**config.mk**
```make
export PLATFORM = sky130hd
export DESIGN_NAME = mips_wb_writer
export DESIGN_NICKNAME = d
export VERILOG_FILES = /design/src/rtl/mips_pkg.sv /design/src/rtl/mips_wb_fifo.sv /design/src/rtl/mips_wb_writer.sv
export SDC_FILE = /design/constraint.sdc
export NUM_CORES = 1
export LEC_CHECK = 0
export CAP_MARGIN = 20
export CORE_UTILIZATION = 40
export CTS_BUF_LIST = sky130_fd_sc_hd__clkbuf_4 sky130_fd_sc_hd__clkbuf_8
export CTS_CLUSTER_SIZE = 28
export DETAILED_ROUTE_END_ITERATION = 7
export GPL_TIMING_DRIVEN = 0
export PLACE_DENSITY = 0.66
export REMOVE_ABC_BUFFERS = 1
export SETUP_SLACK_MARGIN = 0.5
export SLEW_MARGIN = 10
export SYNTH_ARGS = -nofsm -noshare
export SYNTH_HDL_FRONTEND = slang
export SYNTH_HIERARCHICAL = 1
export SYNTH_SLANG_ARGS = --single-unit
```
**constraint.sdc**
```tcl
create_clock -name clock -period 5.1 [get_ports clock]
set_input_delay 1.275 -clock clock [delete_from_list [all_inputs] [get_ports clock]]
set_output_delay 1.275 -clock clock [all_outputs]
set_load 0.01 [all_outputs]
```
**src/rtl/mips_pkg.sv**
```systemverilog
// Shared types and constants for the MIPS write-back path.
// Consumed by the write-back FIFO and the register-file port driver.
package mips_pkg;

   localparam int REG_ADDR_W = 5;
   localparam int NUM_REGS   = 32;
   localparam int DATA_W     = 32;

   typedef struct packed {
      logic [4:0]  addr;
      logic [31:0] data;
   } wb_req_t;

   function automatic logic [NUM_REGS-1:0] decodeOneHot(input logic [REG_ADDR_W-1:0] addr);
      logic [NUM_REGS-1:0] code;
      code       = '0;
      code[addr] = 1'b1;
      return code;
   endfunction

endpackage

```
**src/rtl/mips_wb_fifo.sv**
```systemverilog
// Small FIFO of write-back requests; every slot and its valid bit are exposed
// so the forwarding lookup can search writes that have not drained yet.
module mips_wb_fifo import mips_pkg::*; #(
   parameter int DEPTH = 2,
   localparam int PTR_W = (DEPTH > 1) ? $clog2(DEPTH) : 1,
   localparam int CNT_W = $clog2(DEPTH + 1)
) (
   input  logic                   clock,
   input  logic                   reset,
   input  logic                   pushEn,
   input  wb_req_t                pushReq,
   input  logic                   popEn,
   output wb_req_t                headReq,
   output wb_req_t [DEPTH-1:0]    entries,
   output logic    [DEPTH-1:0]    entryValid,
   output logic    [PTR_W-1:0]    rdPtr,
   output logic    [CNT_W-1:0]    count
);

   wb_req_t [DEPTH-1:0] mem_r;
   logic    [PTR_W-1:0] rdPtr_r;
   logic    [PTR_W-1:0] wrPtr_r;
   logic    [CNT_W-1:0] count_r;
   logic    [PTR_W-1:0] age_s;

   function automatic logic [PTR_W-1:0] nextPtr(input logic [PTR_W-1:0] p);
      return (p == PTR_W'(DEPTH - 1)) ? '0 : p + PTR_W'(1);
   endfunction

   // Storage, pointers and occupancy advance together on push/pop
   always_ff @(posedge clock) begin
      if (reset) begin
         mem_r   <= '0;
         rdPtr_r <= '0;
         wrPtr_r <= '0;
         count_r <= '0;
      end else begin
         if (pushEn) begin
            mem_r[wrPtr_r] <= pushReq;
            wrPtr_r        <= nextPtr(wrPtr_r);
         end
         if (popEn) begin
            rdPtr_r <= nextPtr(rdPtr_r);
         end
         case ({pushEn, popEn})
            2'b10:   count_r <= count_r + CNT_W'(1);
            2'b01:   count_r <= count_r - CNT_W'(1);
            default: count_r <= count_r;
         endcase
      end
   end

   // A slot is live when its distance from the read pointer is below the occupancy
   always_comb begin
      age_s      = '0;
      entryValid = '0;
      for (int i = 0; i < DEPTH; i++) begin
         age_s         = PTR_W'(i) - rdPtr_r;
         entryValid[i] = (CNT_W'(age_s) < count_r);
      end
   end

   assign headReq = mem_r[rdPtr_r];
   assign entries = mem_r;
   assign rdPtr   = rdPtr_r;
   assign count   = count_r;

endmodule

```
**src/rtl/mips_wb_writer.sv**
```systemverilog
// Register-file write port driver: buffers write-back requests, drives one
// write per cycle and forwards pending data to two operand-fetch lookups.
module mips_wb_writer import mips_pkg::*; #(
   parameter int DEPTH = 2,
   localparam int PTR_W = (DEPTH > 1) ? $clog2(DEPTH) : 1,
   localparam int CNT_W = $clog2(DEPTH + 1)
) (
   input  logic              clock,
   input  logic              reset,
   input  logic              in_valid,
   output logic              in_ready,
   input  logic [4:0]        in_addr,
   input  logic [31:0]       in_data,
   input  logic              hold,
   output logic [31:0]       WriteCode,
   output logic              RegWrite,
   output logic [31:0]       RegData,
   input  logic [4:0]        SelA,
   input  logic [4:0]        SelB,
   output logic              HitA,
   output logic              HitB,
   output logic [31:0]       FwdA,
   output logic [31:0]       FwdB,
   output logic [CNT_W-1:0]  Pending
);

   typedef struct packed {
      logic        hit;
      logic [31:0] data;
   } fwd_t;

   logic                pushEn_s;
   logic                popEn_s;
   wb_req_t             headReq_s;
   wb_req_t [DEPTH-1:0] entries_s;
   logic    [DEPTH-1:0] entryValid_s;
   logic    [PTR_W-1:0] rdPtr_s;
   logic    [CNT_W-1:0] count_s;
   logic    [4:0]       regAddr_r;
   fwd_t                fwdA_s;
   fwd_t                fwdB_s;

   // Walk candidates oldest to newest so the youngest match overrides
   function automatic fwd_t lookup(
      input logic [4:0]          sel,
      input logic                outValid,
      input logic [4:0]          outAddr,
      input logic [31:0]         outData,
      input wb_req_t [DEPTH-1:0] ents,
      input logic [DEPTH-1:0]    vld,
      input logic [PTR_W-1:0]    rd
   );
      fwd_t             res;
      logic [PTR_W-1:0] idx;
      res = '0;
      if (outValid && (outAddr == sel)) begin
         res = {1'b1, outData};
      end
      for (int k = 0; k < DEPTH; k++) begin
         idx = rd + PTR_W'(k);
         if (vld[idx] && (ents[idx].addr == sel)) begin
            res = {1'b1, ents[idx].data};
         end
      end
      if (sel == 5'd0) begin
         res = '0;
      end
      return res;
   endfunction

   mips_wb_fifo #(.DEPTH(DEPTH)) uFifo (
      .clock      (clock),
      .reset      (reset),
      .pushEn     (pushEn_s),
      .pushReq    ({in_addr, in_data}),
      .popEn      (popEn_s),
      .headReq    (headReq_s),
      .entries    (entries_s),
      .entryValid (entryValid_s),
      .rdPtr      (rdPtr_s),
      .count      (count_s)
   );

   // Handshake and drain control; writes to $0 complete but are never stored
   always_comb begin
      in_ready = (count_s < CNT_W'(DEPTH));
      pushEn_s = in_valid && in_ready && (in_addr != 5'd0);
      popEn_s  = (count_s != '0) && !hold;
   end

   // Output registers feeding the register-file write port
   always_ff @(posedge clock) begin
      if (reset) begin
         RegWrite  <= 1'b0;
         WriteCode <= 32'h0000_0000;
         RegData   <= 32'h0000_0000;
         regAddr_r <= 5'd0;
      end else if (popEn_s) begin
         RegWrite  <= 1'b1;
         WriteCode <= decodeOneHot(headReq_s.addr);
         RegData   <= headReq_s.data;
         regAddr_r <= headReq_s.addr;
      end else begin
         RegWrite  <= 1'b0;
         WriteCode <= 32'h0000_0000;
      end
   end

   // Forwarding lookups for both operand ports
   always_comb begin
      fwdA_s = lookup(SelA, RegWrite, regAddr_r, RegData, entries_s, entryValid_s, rdPtr_s);
      fwdB_s = lookup(SelB, RegWrite, regAddr_r, RegData, entries_s, entryValid_s, rdPtr_s);
      HitA   = fwdA_s.hit;
      FwdA   = fwdA_s.data;
      HitB   = fwdB_s.hit;
      FwdB   = fwdB_s.data;
   end

   assign Pending = count_s;

endmodule

```
# ---- Yosys cells after proc, flatten, opt, wreduce, memory -nomap -nowiden
# Index checks and enable logic that the tools add are counted.
dict set report totals {
  ff_bits 148
  latchBits 0
  ram_bits 0
  mem_bits_ro 0
  input_bits 51
  out_inout_bits 134
  elab_cells 78
  n_memories 0
}
dict set report classes {
  addsub 6
  multipliers 0
  div_mod_pow 0
  n_lt_le_gt_ge 9
  n_eq_ne 8
  shifts 0
  n_mux 25
  bitwise_logic 1
  n_reduce_logical 18
}
# op count
set ops {}
lappend ops {{$mux W33} 8}
lappend ops {{$mux W37} 5}
lappend ops {{$bwmux W74} 1}
lappend ops {{$demux W37 S1} 1}
lappend ops {{$eq A5 B5 Y1} 6}
lappend ops {{$logic_and A1 B1 Y1} 11}
lappend ops {{$logic_not A5 Y1} 2}
lappend ops {{$mux W1} 8}
lappend ops {{$lt A1 B2 Y1 const B} 3}
lappend ops {{$lt A5 B6 Y1 const B} 1}
lappend ops {{$demux W1 S5} 1}
lappend ops {{$ge A5 B1 Y1 const B} 1}
lappend ops {{$reduce_bool A5 Y1} 1}
lappend ops {{$lt A1 B2 Y1} 2}
lappend ops {{$pmux W2 S2} 1}
lappend ops {{$reduce_bool A2 Y1} 2}
lappend ops {{$add A1 B1 Y1 const B} 2}
lappend ops {{$add A2 B1 Y2 const B} 1}
lappend ops {{$eq A2 B1 Y1 const B} 1}
lappend ops {{$eq A2 B2 Y1 const B} 1}
lappend ops {{$lt A2 B2 Y1 const B} 1}
lappend ops {{$reduce_or A2 Y1} 1}
lappend ops {{$sub A1 B1 Y1 const A} 2}
lappend ops {{$sub A2 B1 Y2 const B} 1}
lappend ops {{other kinds (3)} 3}

# ---- Logic depth before layout (Yosys ltp)
dict set report depth {
  ltp_word 8
  ltp_mapped 11
  ltp_nobuf 8
}

# ---- Hierarchy
# Netlist, hierarchy kept.
# module instances cells_per_inst area_per_inst_um2 seq_area_each_um2
set by_module_without_submodules {}
lappend by_module_without_submodules {mips_wb_writer 1 563 5143.7 1401.3}
lappend by_module_without_submodules {mips_wb_fifo 1 384 3195.6 1561.5}

# ---- Worst setup path before layout
# Ideal clock, no wire load.
dict set report synth_timing {
  path_type {input to output}
  start {input port SelB[1]}
  end {output port FwdB[2]}
  arrival_ps 2922
  setup_slack_ps 903
  stages 8
  n_path_buf 2
  cell_sequence {clkbuf_1 > xor2_1 > nor4_1 > nand3_1 > a21oi_1 > buf_4 > a221oi_1 > a211oi_1}
}
dict set report synth_between {
  elab_chain_len 6
  word_cells_on_any_way 11
  cone_classes {3 x eq/ne; 4 x mux; 4 x reduce/logical}
}
# element line_no
set synth_lines {}
lappend synth_lines {{from (decl)} mips_wb_writer.sv:19} ;# input logic [4:0] SelB,
lappend synth_lines {{$eq A5 B5 Y1} mips_wb_writer.sv:56} ;# if (outValid && (outAddr == sel)) begin
lappend synth_lines {{$logic_and A1 B1 Y1} mips_wb_writer.sv:56}
lappend synth_lines {{$mux W33} mips_wb_writer.sv:56}
lappend synth_lines {{$mux W33 (2 in a row)} mips_wb_writer.sv:61} ;# if (vld[idx] && (ents[idx].addr == sel)) begin
lappend synth_lines {{$mux W33 (*)} mips_wb_writer.sv:65} ;# if (sel == 5'd0) begin
lappend synth_lines {{to (decl)} mips_wb_writer.sv:23} ;# output logic [31:0] FwdB,
# Mark *: on every way between the ends. The rest lies on a longest branch, timed or not.

# ---- Worst setup path in the final report
dict set report layout_timing {
  start {input port SelB[1]}
  end {output port FwdB[0]}
}
# The elaborated chain is that of the path after synthesis.

==> impl_metrics.yaml <==
cts:
  holdBufCountCts: 0
  cts_buffer_depth: 2
  ctsHtreeMaxLevel: 4
  cts_made_buffers: 17
  cts_root_buffer: "clkbuf_8"
  insertion_delay_ps: 470
  cts.clk_slew.worst_paths_ps: 80
  clock_sinks: 148
  cts_tree: "built"
setup_path:
  arrival_ps: 3250
  cp_max_fo: 5
  endpoint_kind: "output pin"
  start_kind: "input port"
  critPathKind: "in -> out"
  required_ps: 3830
power:
  pwr-share-clk_pct: 25.6
  comb_power_share_pct: 36.4
  vdd_drop_max_mv: 0.178
  p_sw_mw: 1.36
  p_leak_nw: 3.93
  power.density_nw_per_um2: 325
  switching_share_pct: 37.2
  p_int_mw: 2.30
  pwr-share-seq_pct: 38.0
final_layout:
  layout-drive-gt1-share_pct: 28.0
  fin_area_um2: 11300
  stdcell_count: 1405
  nets: 1171
  area_growth_pct: 35.0
sta:
  whs_ps: 486
  worst_slack_ps: 578
  max_freq_mhz: 221
  slew_headroom_pct: 24.9
  rsz0062_at_grt: "no"
  hold_viol_final: 0
  slew_violations: 0
  layout_min_cycle_time_ps: 4520
  finClkSkew_ps: 11.3
  finalCritPeriodShare_pct: 88.7
  tightest_slew_ps: 1130
  setup_viol: 0
placed_design:
  port_buffers: 184
  gp_congestion: 0.792
  placed_area_um2: 10500
  dp_slack_ps: -800
  hpwlAfterDp_mm: 16.8
  dp.cells: 1330
die:
  dieHeight_um: 146
  dieArea_um2: 21400
  rows: 52
  start_util_pct: 40.9
  die_w_um: 146
  pin_count: 185
  core_region_area_um2: 20400
synthesis:
  synth_area_per_cell_um2: 8.81
  ys_ff_latch: 148
  synth_warnings: 6
  ys_seq_area_share_pct: 35.5
  synth_cell_type_count: 43
  netlist_area_um2: 8340
  synth_cells: 947
route:
  vias: 7923
  wl_mm: 28.8
  drt_pass1_iterations: 6
  antenna_left: 0
  drt-vias-per-instance: 5.64
  initialDrtViolationCount: 713
  drc: 0
  wl_per_cell_um: 20.5
global_route:
  first_global_vias: 7703
  grt_antenna_before_repair: 3
  grt_start_max_net_pins: 72
  grt_overflow: 0
  grt_pass1_wl_mm: 43.9
  grt_usage_pct: 26.5
min_path:
  hp-class: "reg -> reg"
flow_run:
  drv_cap: 0
outcome:
  status: "complete, no violations"
-- sequential cells by signal, indices dropped and copies added, names as in the netlist --
signal         flops
WriteCode         32
uFifo/count        2
uFifo/wrPtr_r      1
RegWrite           1
RegData           32
uFifo/rdPtr        1
uFifo/entries     74
regAddr_r          5
-- cell type report --
cell class | instances | area [µm²]
antenna | 3 | 7.51
clock buffer | 21 | 264
clock inverter | 11 | 128
fill | 1848 | 9100
inverter | 7 | 26.3
multi-input combinational | 709 | 5040
sequential | 148 | 2970
tap | 270 | 338
timing repair buffer | 236 | 2480
-- cell families (layout without fill, tap and decap cells) --
logic type      count (synthesis)  in the layout  synth area share (%)
mux                           111            111                  14.5
simple gates                  304            307                  14.9
fa+ha+maj                       1              1                 0.150
xor+xnor                       31             31                  3.26
buf+inv                        94            275                  6.29
compound gates                258            259                  25.3
flops                         148            148                  35.5
other cells                     0              3                     0
-- critical path, stage by stage --
cell and delay [ps]:
clkdlybuf4s15_2 250, xor2_1 170, nor4_2 340, nand3_2 170, a21oi_4 180, buf_12 150
buf_12 120, a221oi_1 80, a211oi_1 310, buf_2 190
-- layout by cell type (no fill, tap or decap), types with 18 or more instances in the layout --
cell and n:
nand2_1 226, dfxtp_1 147, a21oi_1 115, clkdlybuf4s50_1 109
mux2_2 69, a211oi_2 47, nor2_1 39, mux2i_1 38
a221oi_1 35, a221oi_2 29, buf_2 26, buf_4 21
dlygate4sd2_1 18
-- per-layer routing --
layer  global-route usage [%]  up-vias  part of all wire [%]
met5                        0        -                     0
met4                     9.27        0                   2.0
met3                     6.56       41                   7.3
met2                     43.4      305                    48
met1                     33.9     3835                    43
li1                         -     3742                     -
-- metrics by stage --
| step | utilization [%] | power [mW] | setup TNS, ps |
|---|---|---|---|
| floorplan | - | 2.23 | -235900 |
| global placement | 49.2 | 2.65 | -476690 |
| detailed placement | 51.5 | 2.67 | -34250 |
| CTS | 55.7 | 3.63 | 0 |
| global route | 55.3 | 3.83 | 0 |
| finish | 55.3 | 3.66 | 0 |
-- worst paths after layout --
check                            startpoint                              to  slack [ps]  cells past startpoint
min reg2reg  uFifo/entries[43]$_SDFFE_PP0P_  uFifo/entries[43]$_SDFFE_PP0P_         490                      2
min          uFifo/entries[43]$_SDFFE_PP0P_  uFifo/entries[43]$_SDFFE_PP0P_         490                      2
max reg2reg     uFifo/count[1]$_SDFFE_PP0P_     uFifo/count[1]$_SDFFE_PP0P_        1990                      7
max                                 SelB[1]                         FwdB[0]         580                     10
-- power by group through the flow --
stage | clock (mW) | sequential [mW] | combinational, mW
6_report | 0.934 | 1.39 | 1.33
5_1_grt | 1.00 | 1.41 | 1.42
2_1_floorplan | 0 | 1.48 | 0.743
3_3_place_gp | 0 | 1.53 | 1.12
4_1_cts | 0.946 | 1.40 | 1.29
3_5_place_dp | 0 | 1.43 | 1.24
-- cell usage after synthesis (all sizes together) --
cell type	n	area share, %
nor4	3	0.30
o22ai	2	0.15
and2	2	0.15
or3	3	0.23
o311a	1	0.12
and2b	1	0.090
inv	7	0.32
clkbuf	30	1.4
nand3b	6	0.54
a2111oi	1	0.18
or2	1	0.075
ha	1	0.15
a221oi	64	8.9
dfxtp	148	36
nand3	6	0.36
a211oi	64	8.2
mux2	69	9.3
o21ba	1	0.12
nand2	228	10
o211ai	2	0.18
xnor2	13	1.4
mux2i	42	5.2
nand2b	2	0.15
o21ai	3	0.18
nor2	42	1.9
nand4	2	0.15
or3b	2	0.21
xor2	18	1.9
nor2b	2	0.15
a21oi	117	7.0
buf	57	4.6
a21o	2	0.21
or4	3	0.27
and3	1	0.075
o21a	1	0.090
-- repair_timing --
item / 4_1_cts / 5_1_grt
setup buffers: 33 / 2
endpoints found under the setup margin: 66 / 66
resized for setup: 182 / 51
cloned: 4 / 1
pin swaps: 24 / 13
Power figures use the tool's default switching activity.
